==> src/rtl/env_amp_dsm_if.sv <==
// Sample bus between the envelope stage and its neighbours: PCM/envelope in,
// enveloped sample, peak and PDM bitstream out.
interface env_amp_dsm_if #(
  parameter int PCM_W = 16,
  parameter int ENV_W = 16
);
  logic signed [PCM_W-1:0] pcm_in;
  logic                    pcm_valid;
  logic [ENV_W-1:0]        env;
  logic [3:0]              vol_shift;
  logic                    mute;
  logic                    peak_clr;
  logic signed [PCM_W-1:0] amp_pcm;
  logic                    amp_valid;
  logic [PCM_W-1:0]        peak_abs;
  logic                    pdm_out;

  modport master (
    output pcm_in, pcm_valid, env, vol_shift, mute, peak_clr,
    input  amp_pcm, amp_valid, peak_abs, pdm_out
  );

  modport slave (
    input  pcm_in, pcm_valid, env, vol_shift, mute, peak_clr,
    output amp_pcm, amp_valid, peak_abs, pdm_out
  );
endinterface

==> src/rtl/env_amp_dsm.sv <==
// Envelope multiply, mute/volume shift, peak tracker and first-order PDM output.
// ENV_AMP_DSM_EN: when defined the delta-sigma accumulator is built, else pdm_out is 0.
module env_amp_dsm #(
  parameter int PCM_W = 16,
  parameter int ENV_W = 16
) (
  input logic          clk,
  input logic          reset_n,
  env_amp_dsm_if.slave bus
);
  localparam int STAGES = 2;
  localparam logic [PCM_W-1:0] PCM_MIN  = {1'b1, {(PCM_W-1){1'b0}}};
  localparam logic [PCM_W-1:0] PCM_MAXP = {1'b0, {(PCM_W-1){1'b1}}};

  typedef struct packed {
    logic signed [PCM_W-1:0] pcm;
    logic [ENV_W-1:0]        env;
  } s1_t;

  s1_t                     r_s1;
  logic signed [PCM_W:0]   r_q;
  logic [STAGES:0]         r_vld_pipe;
  logic signed [PCM_W-1:0] r_amp;
  logic [PCM_W-1:0]        r_peak;

  logic signed [PCM_W+ENV_W:0] w_p;
  logic signed [PCM_W:0]       w_sh;
  logic signed [PCM_W-1:0]     w_r;
  logic [PCM_W-1:0]            w_abs;
  logic [PCM_W-1:0]            w_peak_nxt;
  logic                        w_unused;

  // Envelope is zero-extended so the product stays signed; dropping the low
  // ENV_W bits of a two's-complement product is a floor divide.
  assign w_p  = r_s1.pcm * $signed({1'b0, r_s1.env});
  assign w_sh = r_q >>> bus.vol_shift;
  assign w_r  = bus.mute ? '0 : w_sh[PCM_W-1:0];
  assign w_unused = ^{w_p[ENV_W-1:0], w_sh[PCM_W]};

  always_comb begin
    w_abs = w_r;
    if (w_r[PCM_W-1])
      w_abs = (w_r == PCM_MIN) ? PCM_MAXP : PCM_W'(-w_r);
  end

  // A sample loaded on the same edge as a clear wins over the clear.
  always_comb begin
    w_peak_nxt = r_peak;
    if (r_vld_pipe[1])
      w_peak_nxt = (bus.peak_clr || (w_abs > r_peak)) ? w_abs : r_peak;
    else if (bus.peak_clr)
      w_peak_nxt = '0;
  end

  always_ff @(posedge clk or negedge reset_n) begin
    if (!reset_n) begin
      r_s1       <= '0;
      r_q        <= '0;
      r_vld_pipe <= '0;
      r_amp      <= '0;
      r_peak     <= '0;
    end else begin
      r_vld_pipe <= {r_vld_pipe[STAGES-1:0], bus.pcm_valid};
      if (bus.pcm_valid) begin
        r_s1.pcm <= bus.pcm_in;
        r_s1.env <= bus.env;
      end
      if (r_vld_pipe[0]) r_q   <= w_p[ENV_W +: PCM_W+1];
      if (r_vld_pipe[1]) r_amp <= w_r;
      r_peak <= w_peak_nxt;
    end
  end

  assign bus.amp_pcm   = r_amp;
  assign bus.amp_valid = r_vld_pipe[STAGES];
  assign bus.peak_abs  = r_peak;

`ifdef ENV_AMP_DSM_EN
  logic [PCM_W-1:0] r_acc;
  logic             r_pdm;
  logic [PCM_W:0]   w_s;

  // Offset-binary input; the accumulator carry is the output pulse.
  assign w_s = {1'b0, r_acc} + {1'b0, (r_amp ^ PCM_MIN)};

  always_ff @(posedge clk or negedge reset_n) begin
    if (!reset_n) begin
      r_acc <= '0;
      r_pdm <= 1'b0;
    end else begin
      r_acc <= w_s[PCM_W-1:0];
      r_pdm <= w_s[PCM_W];
    end
  end

  assign bus.pdm_out = r_pdm;
`else
  assign bus.pdm_out = 1'b0;
`endif
endmodule

==> src/flat_wrapper.sv <==
// flat-port wrapper written by rule: the top's interface ports become plain ports
module env_amp_dsm_flat 
#(
  parameter int PCM_W = 16,
  parameter int ENV_W = 16
)
  (clk, reset_n, bus_pcm_in, bus_pcm_valid, bus_env, bus_vol_shift, bus_mute, bus_peak_clr, bus_amp_pcm, bus_amp_valid, bus_peak_abs, bus_pdm_out);
  env_amp_dsm_if #(.PCM_W(PCM_W), .ENV_W(ENV_W)) bus_i ();
  input logic clk;
  input logic reset_n;
  input wire logic [$bits(bus_i.pcm_in)-1:0] bus_pcm_in;
  input wire logic [$bits(bus_i.pcm_valid)-1:0] bus_pcm_valid;
  input wire logic [$bits(bus_i.env)-1:0] bus_env;
  input wire logic [$bits(bus_i.vol_shift)-1:0] bus_vol_shift;
  input wire logic [$bits(bus_i.mute)-1:0] bus_mute;
  input wire logic [$bits(bus_i.peak_clr)-1:0] bus_peak_clr;
  output wire logic [$bits(bus_i.amp_pcm)-1:0] bus_amp_pcm;
  output wire logic [$bits(bus_i.amp_valid)-1:0] bus_amp_valid;
  output wire logic [$bits(bus_i.peak_abs)-1:0] bus_peak_abs;
  output wire logic [$bits(bus_i.pdm_out)-1:0] bus_pdm_out;
  assign bus_i.pcm_in = bus_pcm_in;
  assign bus_i.pcm_valid = bus_pcm_valid;
  assign bus_i.env = bus_env;
  assign bus_i.vol_shift = bus_vol_shift;
  assign bus_i.mute = bus_mute;
  assign bus_i.peak_clr = bus_peak_clr;
  assign bus_amp_pcm = bus_i.amp_pcm;
  assign bus_amp_valid = bus_i.amp_valid;
  assign bus_peak_abs = bus_i.peak_abs;
  assign bus_pdm_out = bus_i.pdm_out;
  env_amp_dsm #(.PCM_W(PCM_W), .ENV_W(ENV_W)) u_core (.clk(clk), .reset_n(reset_n), .bus(bus_i));
endmodule
==> config.mk <==
export PLATFORM = sky130hd
export DESIGN_NAME = env_amp_dsm_flat
export DESIGN_NICKNAME = d
export VERILOG_FILES = /design/src/rtl/env_amp_dsm_if.sv /design/src/rtl/env_amp_dsm.sv /design/src/flat_wrapper.sv
export SDC_FILE = /design/constraint.sdc
export NUM_CORES = 1
export LEC_CHECK = 0
export ABC_AREA = 1
export CORE_AREA = 2 2 191 193
export DETAILED_ROUTE_END_ITERATION = 12
export DIE_AREA = 0 0 193 195
export PLACE_DENSITY_LB_ADDON = 0.15
export SYNTH_ARGS = -nofsm -noshare
export SYNTH_HDL_FRONTEND = slang
export SYNTH_SLANG_ARGS = --single-unit
==> constraint.sdc <==
create_clock -name clk -period 7.51 [get_ports clk]
set_clock_uncertainty 0.2 [all_clocks]
set_input_delay 0.751 -clock clk [delete_from_list [all_inputs] [get_ports clk]]
set_output_delay 0.751 -clock clk [all_outputs]
set_load 0.05 [all_outputs]
==> metrics <==
largest net degree at the start of global routing=59; Final Setup Violations=0; status=finished, final reports clean; Crit Path Max Fanout=17; Routability Congestion=0.906; Post-CTS Repair Setup Buffers=0; Area contributors post-synth=fa_1, dfrtp_1, nand2_1; distinct cell type count after synthesis=46; via count=11577; Final period util=85.1%; Max Slew Vio Count=0; Avg Inst Size Synth=7.53 um2; top-area cell type share of the netlist area=27.6%; post-synthesis sequential area ratio=15.0%; Routed WL=39.6 mm; CTS Buf Count=9; Ports=75; max incr delay on CP=0.86 ns; root buffer cell=clkbuf_16; All-Layer GR Usage=22.6%; DR iter-0 viols=661; Remaining Overflow, GRT=0; syn_nets=2233; die area=37600 um2; Detail Route Antenna Nets=0; commonest cells after routing, fill and taps aside=nand2_1, inv_1, fa_1; drt pass-1 iters=5; first-pass GRT wire length=65.5 mm; number of synthesized register bits=84; Cell Chain, Critical Path=nand2_1 > fa_1 > inv_1 > fa_1 > inv_1 > fa_1 > inv_1 > fa_1 > fa_1 > inv_1 > fa_1 > inv_1 > ha_1 > nand2_1 > inv_1 > a21oi_1 > a21boi_0 > nand2_1 > nand2_1 > nand2_1 > or2_2 > nand3_1 > nand2_1; PortBufs=73; Synth Instances=1863; # rows=69; number of global-route vias before repair=12172; Via-to-Cell Ratio=4.95; clk sinks=84; CORE AREA=35400 um2; clock buffer depth=2; Final Net Count=2241; final worst slack=1.12 ns; Yosys Warn Count=0; Finished Core Util=43.3%; worst r2r dst=u_core.r_q[8]; # H-tree levels=3; worst skew pair latency=0.39 ns; Area Growth Syn to Fin=9.20%; startpoint types=flop; Worst EP required=7.57 ns; Hold Violations, Final=0; fillers=3672; Arr. time, crit path=6.45 ns; die height=195 um; Reg2Reg Depth=23; antenna violations before repair=1; critical path's slowest cell=dfrtp_1; dominant cell type by area after synthesis=fa_1; cts hold-fix bufs=0; share of layout cells above drive strength 1=5.06%; CP Capture Type=flop; Place WS=1.17 ns; ys async rst share=100%; average wire per standard cell=16.9 um; Synth Flop Type=dfrtp_1; Cell Area, Synth=14000 um2; Worst slew margin=33.7%; Worst Tran Pin Value=0.994 ns; commonest non-fill, non-tap cell in the layout=nand2_1; Max Cap Viol=0; Reg2Reg Launch Point=u_core.r_s1[23]; RSZ-0062 raised after global routing=no; CTS tree=done; Initial Util=39.6%; WS Path Type=flop to flop; cts repair resizes=0; flop2flop setup slack=1.12 ns; Final min period=6.39 ns; Setup TNS Final=0 ns; DP Wirelength=31.5 mm; worst min path class=input port to asynchronous set/reset pin; chip width=193 um; DRC violations left=0; EDFF count, synth=0; clock slew at reported path FFs=0.07 ns; fmax=0.156 GHz
-- worst max-delay path: cells and delay by family, from the launching register on --
kind	cells	cell delay (ns)
fa+ha+maj	7	3.37
simple gates	8	1.08
flops	1	0.86
compound gates	2	0.46
buf+inv	6	0.34
-- per-layer routing --
layer  share of wire (%)  vias to the layer above  track usage [%]
met3                 4.1                       39             2.70
met1                  47                     5712             31.8
met4                 1.9                        0             6.09
li1                    -                     5581                -
met2                  47                      245             36.9
met5                   0                        -                0
-- flip-flops by register name, summed over array words and instances (netlist names) --
register,cells
u_core.bus.amp_pcm,16
u_core.r_q,17
u_core.bus.peak_abs,16
u_core.r_vld_pipe,3
u_core.r_s1,32
-- per-stage QoR --
| step | hold WS (ns) | instance area, um2 | instances |
|---|---|---|---|
| finish | 0.108 | 15300 | 2338 |
| global route | 0.135 | 15300 | 2338 |
| CTS | 0.104 | 15300 | 2337 |
| detailed placement | 0.273 | 15000 | 2321 |
| global placement | 0.270 | 15000 | 2321 |
| floorplan | 0.152 | 14000 | 1863 |
-- how the worst max path moves through the flow --
stage / end / from / slack [ns] / cells past startpoint
global route: u_core.r_q[8] / u_core.r_s1[6] / 0.71 / 23
floorplan: u_core.r_q[8] / u_core.r_s1[7] / 1.79 / 24
detailed placement: u_core.r_q[8] / u_core.r_s1[7] / 1.17 / 23
finish: u_core.r_q[8] / u_core.r_s1[23] / 1.12 / 23
CTS: u_core.r_q[8] / u_core.r_s1[7] / 1.15 / 23
global placement: u_core.r_q[8] / u_core.r_s1[23] / 1.21 / 22
-- layout make-up --
class / count / area (um2) / share of cell area (%)
clock buffer: 10 / 239 / 1.56
timing repair buffer: 82 / 791 / 5.17
sequential: 84 / 2100 / 13.7
clock inverter: 6 / 46.3 / 0.302
antenna: 1 / 2.50 / 0.0163
inverter: 438 / 1650 / 10.8
multi-input combinational: 1256 / 9900 / 64.7
tap: 461 / 577 / 3.77
-- cells by family after synthesis --
kind of cell	after synthesis	share of synthesized area, %
DFF	84	15.0
other	1	0.0267
muxes	26	2.09
xor gates and xnor gates	10	0.625
adders and majority gates	329	39.7
and+or+nand+nor	766	23.2
AOI/OAI and AO/OA	124	4.94
buffers and inverters	523	14.4
-- cells in the mapped netlist, types with 2 or more instances --
| cell type | count |
|---|---|
| nand2_1 | 529 |
| inv_1 | 433 |
| fa_1 | 193 |
| ha_1 | 136 |
| nand3_1 | 115 |
| dfrtp_1 | 84 |
| clkbuf_1 | 70 |
| nor2_1 | 68 |
| o21ai_0 | 49 |
| a21oi_1 | 40 |
| mux2_2 | 26 |
| nand3_2 | 16 |
| a31oi_1 | 10 |
| nand2_2 | 9 |
| xor2_1 | 8 |
| buf_2 | 7 |
| o21ai_1 | 7 |
| a21o_1 | 6 |
| nand3b_1 | 6 |
| nand4_1 | 5 |
| or2_2 | 5 |
| buf_4 | 4 |
| buf_6 | 3 |
| nor4_1 | 3 |
| o221ai_1 | 3 |
| a221oi_1 | 2 |
| inv_4 | 2 |
| nor2_2 | 2 |
| nor2_4 | 2 |
| nor3_1 | 2 |
| o21a_1 | 2 |
| xnor2_1 | 2 |
Power is left out: the tool's default activity adds up to more than one toggle a clock period on the data nets, which glitch-free logic cannot reach.
